===== src/rtl/cpu_control_fsm_pkg.sv =====
// Shared definitions for the 8-bit common-bus CPU: ALU ops, bus drivers,
// opcodes and instruction-register field positions.
package internal_defines;

   typedef enum logic [2:0] {
      A_PLUS_B  = 3'd0,
      A_MINUS_B = 3'd1,
      A_AND_B   = 3'd2,
      A_OR_B    = 3'd3,
      A_XOR_B   = 3'd4,
      NOT_A     = 3'd5,
      SHL_A     = 3'd6,
      SHR_A     = 3'd7
   } alu_op_t;

   typedef enum logic [1:0] {
      BUS_IMM = 2'd0,
      BUS_RF  = 2'd1,
      BUS_ALU = 2'd2,
      BUS_A   = 2'd3
   } bus_sel_t;

   typedef enum logic [2:0] {
      OP_NOP  = 3'd0,
      OP_ALU  = 3'd1,
      OP_LI   = 3'd2,
      OP_JMP  = 3'd3,
      OP_BZ   = 3'd4,
      OP_MOV  = 3'd5,
      OP_RSVD = 3'd6,
      OP_HALT = 3'd7
   } opcode_t;

   localparam int IR_W    = 14;
   localparam int OPC_MSB = 13;
   localparam int OPC_LSB = 11;
   localparam int RD_MSB  = 10;
   localparam int RD_LSB  = 8;
   localparam int RS_MSB  = 7;
   localparam int RS_LSB  = 5;
   localparam int ALU_MSB = 2;
   localparam int ALU_LSB = 0;

   // Register file is 8 entries deep; the address port is a full byte.
   function automatic logic [7:0] reg_addr(input logic [2:0] r);
      return {5'b0, r};
   endfunction

endpackage


===== src/rtl/cpu_control_fsm_ir_decoder.sv =====
// Combinational field extraction from the 14-bit instruction register.
module ir_decoder
   import internal_defines::*;
(
   input  logic [IR_W-1:0] ir,
   output opcode_t         opcode,
   output logic [2:0]      rd,
   output logic [2:0]      rs,
   output alu_op_t         alu_op
);

   // IR[4:3] carry no control meaning; they only matter as part of imm8 in the datapath.
   logic unused_ir_bits;

   assign opcode         = opcode_t'(ir[OPC_MSB:OPC_LSB]);
   assign rd             = ir[RD_MSB:RD_LSB];
   assign rs             = ir[RS_MSB:RS_LSB];
   assign alu_op         = alu_op_t'(ir[ALU_MSB:ALU_LSB]);
   assign unused_ir_bits = ^ir[4:3];

endmodule


===== src/rtl/cpu_control_fsm.sv =====
// Multi-cycle control sequencer: fetch over a valid handshake, decode the IR,
// then step the bus/register-file enables one instruction at a time.
module cpu_control_fsm
   import internal_defines::*;
(
   input  logic        clock,
   input  logic        reset,
   input  logic        imem_valid,
   input  logic [13:0] instruction_register,
   input  logic        rd_is_zero,
   output logic        imem_req,
   output logic        ir_load_en,
   output logic        pc_load_en,
   output logic        pc_sel,
   output logic [1:0]  bus_sel,
   output logic        a_load_en,
   output logic        b_load_en,
   output logic        rf_write_read,
   output logic [7:0]  rf_addr,
   output logic [2:0]  alu_op,
   output logic        instr_done,
   output logic        halted
);

   typedef enum logic [3:0] {
      S_FETCH, S_DECODE, S_RD_A, S_RD_B, S_ALU_WB, S_MV_RD,
      S_MV_WB, S_LI_WB, S_JMP, S_BZ_TEST, S_HALT
   } ctrl_state_t;

   ctrl_state_t state, state_next;
   opcode_t     opcode;
   logic [2:0]  rd, rs;
   alu_op_t     ir_alu_op;
   logic        fetch_accept;

   ir_decoder u_ir_decoder (
      .ir     (instruction_register),
      .opcode (opcode),
      .rd     (rd),
      .rs     (rs),
      .alu_op (ir_alu_op)
   );

   // NOTE: the state register uses non-blocking assignments so every flop samples
   // pre-edge values; the combinational block below uses blocking ones.
   always_ff @(posedge clock or posedge reset) begin
      if (reset) state <= S_FETCH;
      else       state <= state_next;
   end

   // Masking with reset keeps a valid word from loading IR/PC while reset is held.
   assign fetch_accept = imem_valid && !reset;

   always_comb begin
      // NOTE: every output and next-state gets a default first, so no path can infer a latch.
      state_next    = state;
      imem_req      = 1'b0;
      ir_load_en    = 1'b0;
      pc_load_en    = 1'b0;
      pc_sel        = 1'b0;
      bus_sel       = BUS_IMM;
      a_load_en     = 1'b0;
      b_load_en     = 1'b0;
      rf_write_read = 1'b0;
      rf_addr       = 8'h00;
      alu_op        = A_PLUS_B;
      instr_done    = 1'b0;
      halted        = 1'b0;

      unique case (state)
         S_FETCH: begin
            imem_req = 1'b1;
            if (fetch_accept) begin
               ir_load_en = 1'b1;
               pc_load_en = 1'b1;
               state_next = S_DECODE;
            end
         end
         S_DECODE: begin
            unique case (opcode)
               OP_NOP, OP_RSVD: begin
                  instr_done = 1'b1;
                  state_next = S_FETCH;
               end
               OP_ALU:  state_next = S_RD_A;
               OP_LI:   state_next = S_LI_WB;
               OP_JMP:  state_next = S_JMP;
               OP_BZ:   state_next = S_BZ_TEST;
               OP_MOV:  state_next = S_MV_RD;
               OP_HALT: state_next = S_HALT;
            endcase
         end
         S_RD_A: begin
            rf_addr    = reg_addr(rd);
            bus_sel    = BUS_RF;
            a_load_en  = 1'b1;
            state_next = S_RD_B;
         end
         S_RD_B: begin
            rf_addr    = reg_addr(rs);
            bus_sel    = BUS_RF;
            b_load_en  = 1'b1;
            state_next = S_ALU_WB;
         end
         S_ALU_WB: begin
            alu_op        = ir_alu_op;
            bus_sel       = BUS_ALU;
            rf_write_read = 1'b1;
            rf_addr       = reg_addr(rd);
            instr_done    = 1'b1;
            state_next    = S_FETCH;
         end
         S_MV_RD: begin
            rf_addr    = reg_addr(rs);
            bus_sel    = BUS_RF;
            a_load_en  = 1'b1;
            state_next = S_MV_WB;
         end
         S_MV_WB: begin
            bus_sel       = BUS_A;
            rf_write_read = 1'b1;
            rf_addr       = reg_addr(rd);
            instr_done    = 1'b1;
            state_next    = S_FETCH;
         end
         S_LI_WB: begin
            rf_write_read = 1'b1;
            rf_addr       = reg_addr(rd);
            instr_done    = 1'b1;
            state_next    = S_FETCH;
         end
         S_JMP: begin
            pc_load_en = 1'b1;
            pc_sel     = 1'b1;
            instr_done = 1'b1;
            state_next = S_FETCH;
         end
         S_BZ_TEST: begin
            rf_addr    = reg_addr(rd);
            pc_sel     = 1'b1;
            pc_load_en = rd_is_zero;
            instr_done = 1'b1;
            state_next = S_FETCH;
         end
         S_HALT: begin
            halted = 1'b1;
         end
         default: state_next = S_FETCH;
      endcase
   end

endmodule


===== config.mk =====
export PLATFORM = sky130hd
export DESIGN_NAME = cpu_control_fsm
export DESIGN_NICKNAME = d
export VERILOG_FILES = /design/src/rtl/cpu_control_fsm_pkg.sv /design/src/rtl/cpu_control_fsm_ir_decoder.sv /design/src/rtl/cpu_control_fsm.sv
export SDC_FILE = /design/constraint.sdc
export NUM_CORES = 1
export LEC_CHECK = 0
export ABC_AREA = 1
export BUFFER_PORTS_ARGS = -buffer_cell sky130_fd_sc_hd__buf_2
export CAP_MARGIN = 30
export CELL_PAD_IN_SITES_DETAIL_PLACEMENT = 1
export CELL_PAD_IN_SITES_GLOBAL_PLACEMENT = 1
export CORE_MARGIN = 5
export CORE_UTILIZATION = 21
export CTS_CLUSTER_DIAMETER = 80
export DETAILED_ROUTE_END_ITERATION = 6
export GPL_ROUTABILITY_DRIVEN = 0
export PLACE_DENSITY_LB_ADDON = 0.1
export REMOVE_ABC_BUFFERS = 1
export SETUP_SLACK_MARGIN = 0.15
export SLEW_MARGIN = 20
export SYNTH_ARGS = -nofsm -noshare
export SYNTH_HDL_FRONTEND = slang
export SYNTH_SLANG_ARGS = --single-unit

===== constraint.sdc =====
create_clock -name clock -period 1.05 [get_ports clock]
set_input_delay 0.0525 -clock clock [delete_from_list [all_inputs] [get_ports clock]]
set_output_delay 0.0525 -clock clock [all_outputs]
set_load 0.02 [all_outputs]

==> impl_metrics.ini <==
[synthesis]
synth_top_area_share_pct = 28.27
yosysSeqAreaShare_pct = 20.94
synth-edff-count = 0
synthArstFlopShare_pct = 100.0
netlist_instances = 91
synth_area_leaders = nand2_1 28%, dfrtp_1 21%, nor2_1 10%, inv_1 9.4%, buf_4 7.9%
synthFlopType = dfrtp_1
synth_common_cells = 36 x nand2_1, 13 x nor2_1, 12 x inv_1, 5 x buf_4, 5 x nand3_1
yosysTopAreaCell = nand2_1
synth-seq-cells = 4
syn_area_per_cell_um2 = 5.252
synth_most_common_cell = nand2_1
synth_cell_types = 15
syn_area_um2 = 478.0
yosys_warnings = 0

[cells_and_area]
largest_register = state
nets = 161
design_area_um2 = 969.7
nFillCells = 293
areaGrowthSynthToFinish_pct = 102.9
reg_top3 = state: 4 flops
antenna_cells = 0
largest_register_ffs = 4
drive_above_1_share_pct = 58.16
final_cells = 169
fin_util_pct = 44.26

[global_routing]
grt_pass1_vias = 745
grt_start_max_net_pins = 7
gr-total-overflow = 0
antenna_found_initial = 0
grt_first_pass_wirelength_um = 3291
grt_util_all_layers_pct = 12.29

[worst_setup_path]
timing.setup.critical_path_class = flip-flop to primary output
setup.worst_path.start = state[0]
cp_slowest_cell = dfrtp_2
critPathBufInv = 3
r2r-start = state[3]
crit_family = flip-flops
regToRegSetupSlack_ps = -90
critPathRequiredTime_ps = 1000
path_cells = inv_2, nor2_2, nand2_2, o21ai_4, inv_1, nand2_1, buf_6
rr_endpoint = state[1]
reg2regPathDepth = 6
cp-start-kind = flip-flop
slowest_delay_ps = 460
cp_max_fo = 6
crit_path_end_kind = primary output
crit_arrival_ps = 1330

[job]
drv_cap = 0

[clock_tree]
clock_sinks = 4
cts_tree = done
worstSkewPairLatency_ps = 240
cts-htree-levels = 1
path_clk_slew_ps = 40
cts_root_buf = clkbuf_4
cts_buffers = 3
cts.path.max_buffers = 2

[min_path]
hp-class = input pin to flip-flop
min_to = state[3]
hold_depth = 4
hold_start = instruction_register[11]

[routing]
wl_per_cell_um = 11.82
antenna_left = 0
drt-total-wl_um = 1998
routed-via-count = 723
firstDrtPassIters = 4
vias_per_cell = 4.278
drc_errors = 0
drtIter0Drc = 11

[sta]
drv_slew = 0
layout_setup_ws_ps = -335.3
max_freq_ghz = 0.7218
setup_viol = 21
hold_violations = 0
period_share_pct = 131.9
rsz0062_at_grt = true
finalCriticalPeriod_ps = 1385
timing.hold.ws_ps = 148.5
tns_ps = -4727
clock_skew_ps = 5.993

[status]
violations = negative setup slack
outcome = complete, but fails checks

[die]
start_util_pct = 21.82
core_um2 = 2191
io_pins = 40
die_y_um = 57.71
dieArea_um2 = 3330
rows = 17
die_w_um = 57.71

[placement]
io_buffers = 32
placed_area_um2 = 733.2
dp.cells = 161
hpwlAfterDp_um = 1600

[power_and_ir_drop]
leakage_nw = 0.5794
irDropWorstVdd_mv = 1.266
power_density_nw_per_um2 = 2973
repair_timing:
item | CTS | global route
pin swaps | 6 | 1
hold buffers | 1 | 0
hold endpoints to repair | 4 | 0
resized for setup | 53 | 7
setup endpoints to repair | 21 | 21
setup buffers | 2 | 2
worst max-delay path by stage:
stage | to | slack (ps) | depth (start not counted)
floorplan | pc_load_en | -210 | 3
global placement | bus_sel[0] | -190 | 6
detailed placement | rf_addr[1] | -180 | 7
CTS | pc_load_en | -330 | 4
global route | bus_sel[0] | -420 | 6
finish | bus_sel[0] | -340 | 7
layout by cell type (no fill, tap or decap), drive strengths merged:
cell type,synthesis,routed
buf,5,47
nand2,36,36
inv,16,16
nor2,15,15
conb,1,5
nand3,5,5
o21ai,5,5
dfrtp,4,4
clkbuf,0,3
nor3,2,2
nand4,1,1
a21oi,1,1
dlygate4sd3,0,1
kinds of logic (layout without fill, tap and decap cells):
kind of cell	count (synthesis)	in the layout	share of synthesized area, %
compound gates	6	6	7.068
other cells	1	5	0.7846
simple gates	59	59	50.78
buf+inv	21	67	20.42
flops	4	4	20.94
through the flow:
step	setup WS [ps]	total power [mW]
after floorplan	-214.0	1.260
after global placement	-189.8	1.963
after detailed placement	-183.2	1.986
after CTS	-331.2	2.791
after global routing	-420.6	3.095
final	-335.3	2.883
power breakdown:
part | switching (mW) | internal [mW] | total, mW
registers | 0.171 | 0.231 | 0.402
clock network | 0.0632 | 0.128 | 0.191
logic | 1.26 | 1.03 | 2.29
area by class of cell:
type | instances | area, um^2 | area share [%]
Multi-Input combinational cell | 70 | 382.9 | 39.48
Timing Repair Buffer | 48 | 359.1 | 37.03
Sequential cell | 4 | 105.1 | 10.84
Inverter | 16 | 65.06 | 6.710
Tap cell | 28 | 35.03 | 3.613
Clock buffer | 3 | 22.52 | 2.323
tightest hold or removal path, delay by kind of cell:
family / cells / cell delay, ps
buf+inv: 1 / 110
simple gates: 2 / 100
compound gates: 1 / 80
layer usage:
| layer | track usage [%] | vias up | wire length, um |
|---|---|---|---|
| li1 | - | 364 | - |
| met1 | 13.64 | 327 | 735 |
| met2 | 23.55 | 30 | 1071 |
| met3 | 1.782 | 2 | 174 |
| met4 | 3.974 | 0 | 16 |
| met5 | 0 | - | 0 |
(Power assumes the default switching activity.)
